**src/rtl/prism_sp_puzzle_pkg.sv**
```systemverilog
// Slice-layout helpers shared by the puzzle FIFO push and pop units so both
// ends agree on how a full-width word is cut into OUT_WIDTH slices.
package prism_sp_puzzle_pkg;

  function automatic int puzzle_nwords(input int data_w, input int slice_w);
    return data_w / slice_w;
  endfunction

  function automatic int puzzle_lastidx(input int data_w, input int slice_w);
    return ((data_w % slice_w) != 0) ? (data_w / slice_w) : (data_w / slice_w) - 1;
  endfunction

  function automatic int puzzle_lastnbits(input int data_w, input int slice_w);
    return ((data_w % slice_w) != 0) ? (data_w % slice_w) : slice_w;
  endfunction

endpackage

```
**src/rtl/prism_sp_unit_puzzle_fifo_r_pop_if.sv**
```systemverilog
// Read port of a FIFO whose data is valid the cycle after rd_en.
interface fifo_read_interface #(
  parameter int DATA_WIDTH = 72
) ();
  logic                  rd_en;
  logic [DATA_WIDTH-1:0] rd_data;
  logic                  empty;

  modport master (output rd_en, input rd_data, input empty);
  modport slave  (input rd_en, output rd_data, output empty);
endinterface

```
**src/rtl/prism_sp_unit_puzzle_fifo_r_pop_slice_mux.sv**
```systemverilog
// Selects one OUT_WIDTH slice of a word, lowest slice at sel=0; the final
// partial slice comes out zero-extended.
module prism_sp_puzzle_slice_mux
  import prism_sp_puzzle_pkg::*;
#(
  parameter int DATA_WIDTH = 72,
  parameter int OUT_WIDTH  = 32,
  parameter int SEL_W      = 2
) (
  input  logic [DATA_WIDTH-1:0] word,
  input  logic [SEL_W-1:0]      sel,
  output logic [OUT_WIDTH-1:0]  slice
);

  localparam int NSLICES = puzzle_lastidx(DATA_WIDTH, OUT_WIDTH) + 1;
  localparam int PAD_W   = NSLICES * OUT_WIDTH;

  logic [PAD_W-1:0]                  flat;
  logic [NSLICES-1:0][OUT_WIDTH-1:0] slices;

  // Padding the word to a whole number of slices yields the zero extension.
  always_comb begin
    flat                   = '0;
    flat[DATA_WIDTH-1:0]   = word;
  end

  assign slices = flat;
  assign slice  = slices[sel];

endmodule

```
**src/rtl/prism_sp_unit_puzzle_fifo_r_pop.sv**
```systemverilog
// Pops full-width FIFO words and presents them as OUT_WIDTH slices, lowest
// first; a current+next holding stage hides refill latency.
module prism_sp_unit_puzzle_fifo_r_pop
  import prism_sp_puzzle_pkg::*;
#(
  parameter int OUT_WIDTH = 32
) (
  input  logic                     clk,
  input  logic                     rst,
  input  logic                     pulse,
  fifo_read_interface.master       fifo_r,
  output logic [OUT_WIDTH-1:0]     out,
  output logic                     valid,
  output logic                     underrun
);

  localparam int DATA_WIDTH = fifo_r.DATA_WIDTH;
  localparam int LASTIDX    = puzzle_lastidx(DATA_WIDTH, OUT_WIDTH);
  localparam int SEL_W      = (LASTIDX > 0) ? $clog2(LASTIDX + 1) : 1;
  localparam logic [SEL_W-1:0] LAST_SEL = SEL_W'(LASTIDX);

  logic [DATA_WIDTH-1:0] cur_word;
  logic [DATA_WIDTH-1:0] nxt_word;
  logic                  cur_v;
  logic                  nxt_v;
  logic [SEL_W-1:0]      sel;
  logic                  pending;
  logic                  rd_en;

  logic                  consume;
  logic                  at_last;
  logic                  land_cur;
  logic                  land_nxt;
  logic                  promote;
  logic [OUT_WIDTH-1:0]  slice;

  assign consume  = pulse && cur_v;
  assign at_last  = (sel == LAST_SEL);
  // A returning word goes straight to cur when cur is empty or being vacated.
  assign land_cur = pending && (!cur_v || (consume && at_last && !nxt_v));
  assign land_nxt = pending && !land_cur;
  assign promote  = consume && at_last && nxt_v;

  // NOTE: sequential state uses non-blocking assignments so every register
  // samples the pre-edge values; later assignments in a block win.
  always_ff @(posedge clk) begin
    if (rst) begin
      rd_en    <= 1'b0;
      pending  <= 1'b0;
      cur_v    <= 1'b0;
      nxt_v    <= 1'b0;
      sel      <= '0;
      underrun <= 1'b0;
    end else begin
      rd_en   <= !fifo_r.empty && !rd_en && !pending && !nxt_v;
      pending <= rd_en;
      if (pulse && !cur_v) underrun <= 1'b1;

      if (consume) begin
        if (!at_last) begin
          sel <= sel + SEL_W'(1);
        end else begin
          sel <= '0;
          if (nxt_v) nxt_v <= 1'b0;
          else       cur_v <= 1'b0;
        end
      end

      if (land_cur) begin
        cur_v <= 1'b1;
        sel   <= '0;
      end
      if (land_nxt) nxt_v <= 1'b1;
    end
  end

  // NOTE: the word registers carry no reset; the valid flags qualify them.
  always_ff @(posedge clk) begin
    if (land_cur)     cur_word <= fifo_r.rd_data;
    else if (promote) cur_word <= nxt_word;
    if (land_nxt)     nxt_word <= fifo_r.rd_data;
  end

  prism_sp_puzzle_slice_mux #(
    .DATA_WIDTH (DATA_WIDTH),
    .OUT_WIDTH  (OUT_WIDTH),
    .SEL_W      (SEL_W)
  ) u_slice_mux (
    .word  (cur_word),
    .sel   (sel),
    .slice (slice)
  );

  assign fifo_r.rd_en = rd_en;
  assign valid        = cur_v;
  assign out          = cur_v ? slice : '0;

endmodule

```
**src/flat_wrapper.sv**
```systemverilog
// flat-port wrapper written by rule: the top's interface ports become plain ports
module prism_sp_unit_puzzle_fifo_r_pop_flat import prism_sp_puzzle_pkg::*;
#(
  parameter int OUT_WIDTH = 32
)
  (clk, rst, pulse, out, valid, underrun, fifo_r_rd_en, fifo_r_rd_data, fifo_r_empty);
  fifo_read_interface #(.DATA_WIDTH(72)) fifo_r_i ();
  input  logic clk;
  input  logic rst;
  input  logic pulse;
  output logic [OUT_WIDTH-1:0] out;
  output logic valid;
  output logic underrun;
  output wire logic [$bits(fifo_r_i.rd_en)-1:0] fifo_r_rd_en;
  input wire logic [$bits(fifo_r_i.rd_data)-1:0] fifo_r_rd_data;
  input wire logic [$bits(fifo_r_i.empty)-1:0] fifo_r_empty;
  assign fifo_r_rd_en = fifo_r_i.rd_en;
  assign fifo_r_i.rd_data = fifo_r_rd_data;
  assign fifo_r_i.empty = fifo_r_empty;
  prism_sp_unit_puzzle_fifo_r_pop #(.OUT_WIDTH(OUT_WIDTH)) u_core (.clk(clk), .rst(rst), .pulse(pulse), .fifo_r(fifo_r_i), .out(out), .valid(valid), .underrun(underrun));
endmodule
```
**config.mk**
```make
export PLATFORM = sky130hd
export DESIGN_NAME = prism_sp_unit_puzzle_fifo_r_pop_flat
export DESIGN_NICKNAME = d
export VERILOG_FILES = /design/src/rtl/prism_sp_puzzle_pkg.sv /design/src/rtl/prism_sp_unit_puzzle_fifo_r_pop_if.sv /design/src/rtl/prism_sp_unit_puzzle_fifo_r_pop_slice_mux.sv /design/src/rtl/prism_sp_unit_puzzle_fifo_r_pop.sv /design/src/flat_wrapper.sv
export SDC_FILE = /design/constraint.sdc
export NUM_CORES = 1
export LEC_CHECK = 0
export ABC_AREA = 1
export ABC_CLOCK_PERIOD_IN_PS = 7700
export BUFFER_PORTS_ARGS = -buffer_cell sky130_fd_sc_hd__clkbuf_2
export CAP_MARGIN = 20
export CORE_UTILIZATION = 50
export DETAILED_ROUTE_END_ITERATION = 12
export PLACE_DENSITY = 0.75
export SETUP_SLACK_MARGIN = 0.4
export SKIP_CTS_REPAIR_TIMING = 1
export SLEW_MARGIN = 15
export SYNTH_ARGS = -nofsm -noshare
export SYNTH_HDL_FRONTEND = slang
export SYNTH_SLANG_ARGS = --single-unit
```
**constraint.sdc**
```tcl
create_clock -name clk -period 7.7 [get_ports clk]
set_clock_uncertainty 0.2 [all_clocks]
set_input_delay 1.155 -clock clk [delete_from_list [all_inputs] [get_ports clk]]
set_output_delay 1.155 -clock clk [all_outputs]
set_load 0.005 [all_outputs]
```
==> metrics.yaml <==
die:
  initial_core_util_pct: 51.6
  coreArea_um2: 12100
  rows: 40
  die_area_um2: 12900
  pin_count: 111
  die_x_um: 114
  die_h_um: 114
sta:
  slew_viol_final: 0
  fin_crit_ns: 3.75
  hold_ws_ns: 0.270
  period_share_pct: 48.8
  slew_headroom_pct: 40.8
  rsz0062_at_grt: "no"
  finalSetupViolations: 0
  maxClockFrequency_mhz: 266
  setup_tns_ns: 0
  worst_pin_slew_ns: 0.882
  finalHoldViolCount: 0
cells_and_area:
  diodes: 0
  fillers: 921
  finalNetCount: 708
  final_cells: 813
  syn_to_final_growth_pct: 20.1
  most-common-layout-cells: "180 x nand2_1, 144 x edfxtp_1, 110 x clkbuf_2"
  layout_commonest_cell: "nand2_1"
  drive_gt1_share_pct: 24.2
global_route:
  grt_pass1_vias: 4122
  track_usage_pct: 20.9
  antenna_found_initial: 0
  overflow: 0
  grt_first_pass_wirelength_mm: 20.5
  grt_max_degree: 74
logic_synthesis:
  netlist_area_um2: 6230
  syn_area_per_cell_um2: 11.7
  synthCells: 530
  seq_area_frac_synth_pct: 71.7
  syn-num-nets: 606
  yosysUniqueCellTypes: 18
  netlist.area_leader.share_pct: 69.5
  ys_seq_elements: 151
  synth_top_area_cell: "edfxtp_1"
  yosysWarnings: 0
  synth_area_leaders: "edfxtp_1 69%, nand2_1 11%, nand3_1 6.6%, a22oi_1 2.9%, buf_6 2.7%"
detailed_routing:
  wl_per_cell_um: 15.7
  dr.first_iter.drc_count: 432
  vias: 4277
  drc: 0
  final_antenna_net_count: 0
  first_pass_iters: 6
  routed_wl_mm: 12.7
  vias_per_cell: 5.26
critical_path:
  rr_worst_depth: 4
  path_class: "reg -> out"
  worstPathArrival_ns: 2.40
  r2r_start: "u_core.pending"
  ff2ff_setup_slack_ns: 4.47
  cp-end-kind: "output port"
  worst-path-max-fanout: 25
  r2r_end: "u_core.nxt_word[19]"
  start_kind: "register"
  required_ns: 6.34
min_path:
  hold_path_depth: 2
  hold_class: "reg -> reg"
  hold_start: "u_core.fifo_r.rd_en"
  holdPathEnd: "u_core.pending"
clock_tree:
  cts_max_level: 4
  cts_inserted_buffers: 17
  cts.sinks: 151
  cts_tree: "yes"
  clk_latency_ns: 0.41
  cts_root_buf: "clkbuf_16"
  cts.clk_slew.worst_paths_ns: 0.06
  cts_max_path_buffers: 2
placed_design:
  placed_cells: 780
  gp_congestion: 0.756
  hpwl_mm: 7.72
  port_buffers: 110
power:
  p_leak_uw: 0.00311
  p_total_uw: 1910
  power_density_nw_per_um2: 256
  peakVddDrop_uv: 123
job:
  maxCapViolCount: 0
status:
  outcome: "finished, final reports clean"
==> where the power goes <==
part	total (uW)	leakage [uW]	internal (uW)	switching, uW
registers	921	0.00136	914	7.26
clock network	899	0.000311	585	314
logic	92.3	0.00144	34.3	58.0
==> synthesized netlist by cell type <==
cell and count:
nor3_1 1, nand3_1 82, o21ai_0 1, buf_2 5, nor2_1 32, nand2_2 2, clkbuf_1 13, inv_2 1
buf_6 15, nand3_2 1, nand2_1 180, nor2_4 1, dfxtp_1 7, a21oi_1 5, edfxtp_1 144, a22oi_1 24
inv_1 15, clkinv_1 1
==> sequential cells by signal, summed over array words and instances (netlist names) <==
signal and count:
u_core.cur_word 72, u_core.fifo_r.rd_en 1, u_core.nxt_v 1, u_core.nxt_word 72
u_core.pending 1, u_core.sel 2, u_core.underrun 1, u_core.valid 1
==> per-layer routing <==
layer,vias up,GRT usage [%],share of wire (%)
li1,2048,-,-
met1,2022,27.7,43
met2,184,34.7,49
met3,23,4.52,6.6
met4,0,6.84,1.5
met5,-,0,0
==> worst max path at each step <==
stage,start,end,slack [ns],cells after the start
3_3_place_gp,pulse,u_core.cur_word[46],4.16,6
3_5_place_dp,pulse,u_core.cur_word[47],3.99,6
5_1_grt,u_core.valid,out[11],3.74,3
2_1_floorplan,pulse,u_core.cur_word[0],0.42,4
4_1_cts,u_core.valid,out[8],3.86,3
6_report,u_core.valid,out[8],3.95,3
==> kinds of logic (layout without fill, tap and decap cells) <==
| family | after synthesis | in the layout | share of synthesized area (%) |
|---|---|---|---|
| AO/OA/AOI/OAI | 30 | 30 | 3.38 |
| flip-flops | 151 | 151 | 71.7 |
| buffers and inverters | 50 | 165 | 4.92 |
| AND/OR/NAND/NOR | 299 | 299 | 20.0 |
==> metrics by stage <==
| stage | area, um2 | utilization (%) | worst slack (ns) |
|---|---|---|---|
| 2_1_floorplan | 6230 | - | 0.416 |
| 3_3_place_gp | 6810 | 56.5 | 4.16 |
| 3_5_place_dp | 6810 | 56.5 | 3.99 |
| 4_1_cts | 7460 | 61.8 | 3.86 |
| 5_1_grt | 7480 | 62.0 | 3.74 |
| 6_report | 7480 | 62.0 | 3.95 |
==> area by class of cell <==
| cell class | count | area [um2] | share of cell area (%) |
|---|---|---|---|
| flip-flops and latches | 151 | 4470 | 59.7 |
| multi-input cells | 329 | 1480 | 19.8 |
| repair buffers | 116 | 608 | 8.13 |
| clock buffers | 20 | 447 | 5.97 |
| well taps | 168 | 210 | 2.81 |
| clock inverters | 12 | 201 | 2.69 |
| inverters | 17 | 63.8 | 0.853 |
==> worst max-delay path, cell delays in order, from the launching register on <==
cell      delay, ns
dfxtp_1        0.61
clkinv_1       0.84
nor2_1         0.38
clkbuf_2       0.16
(Power assumes the default switching activity.)
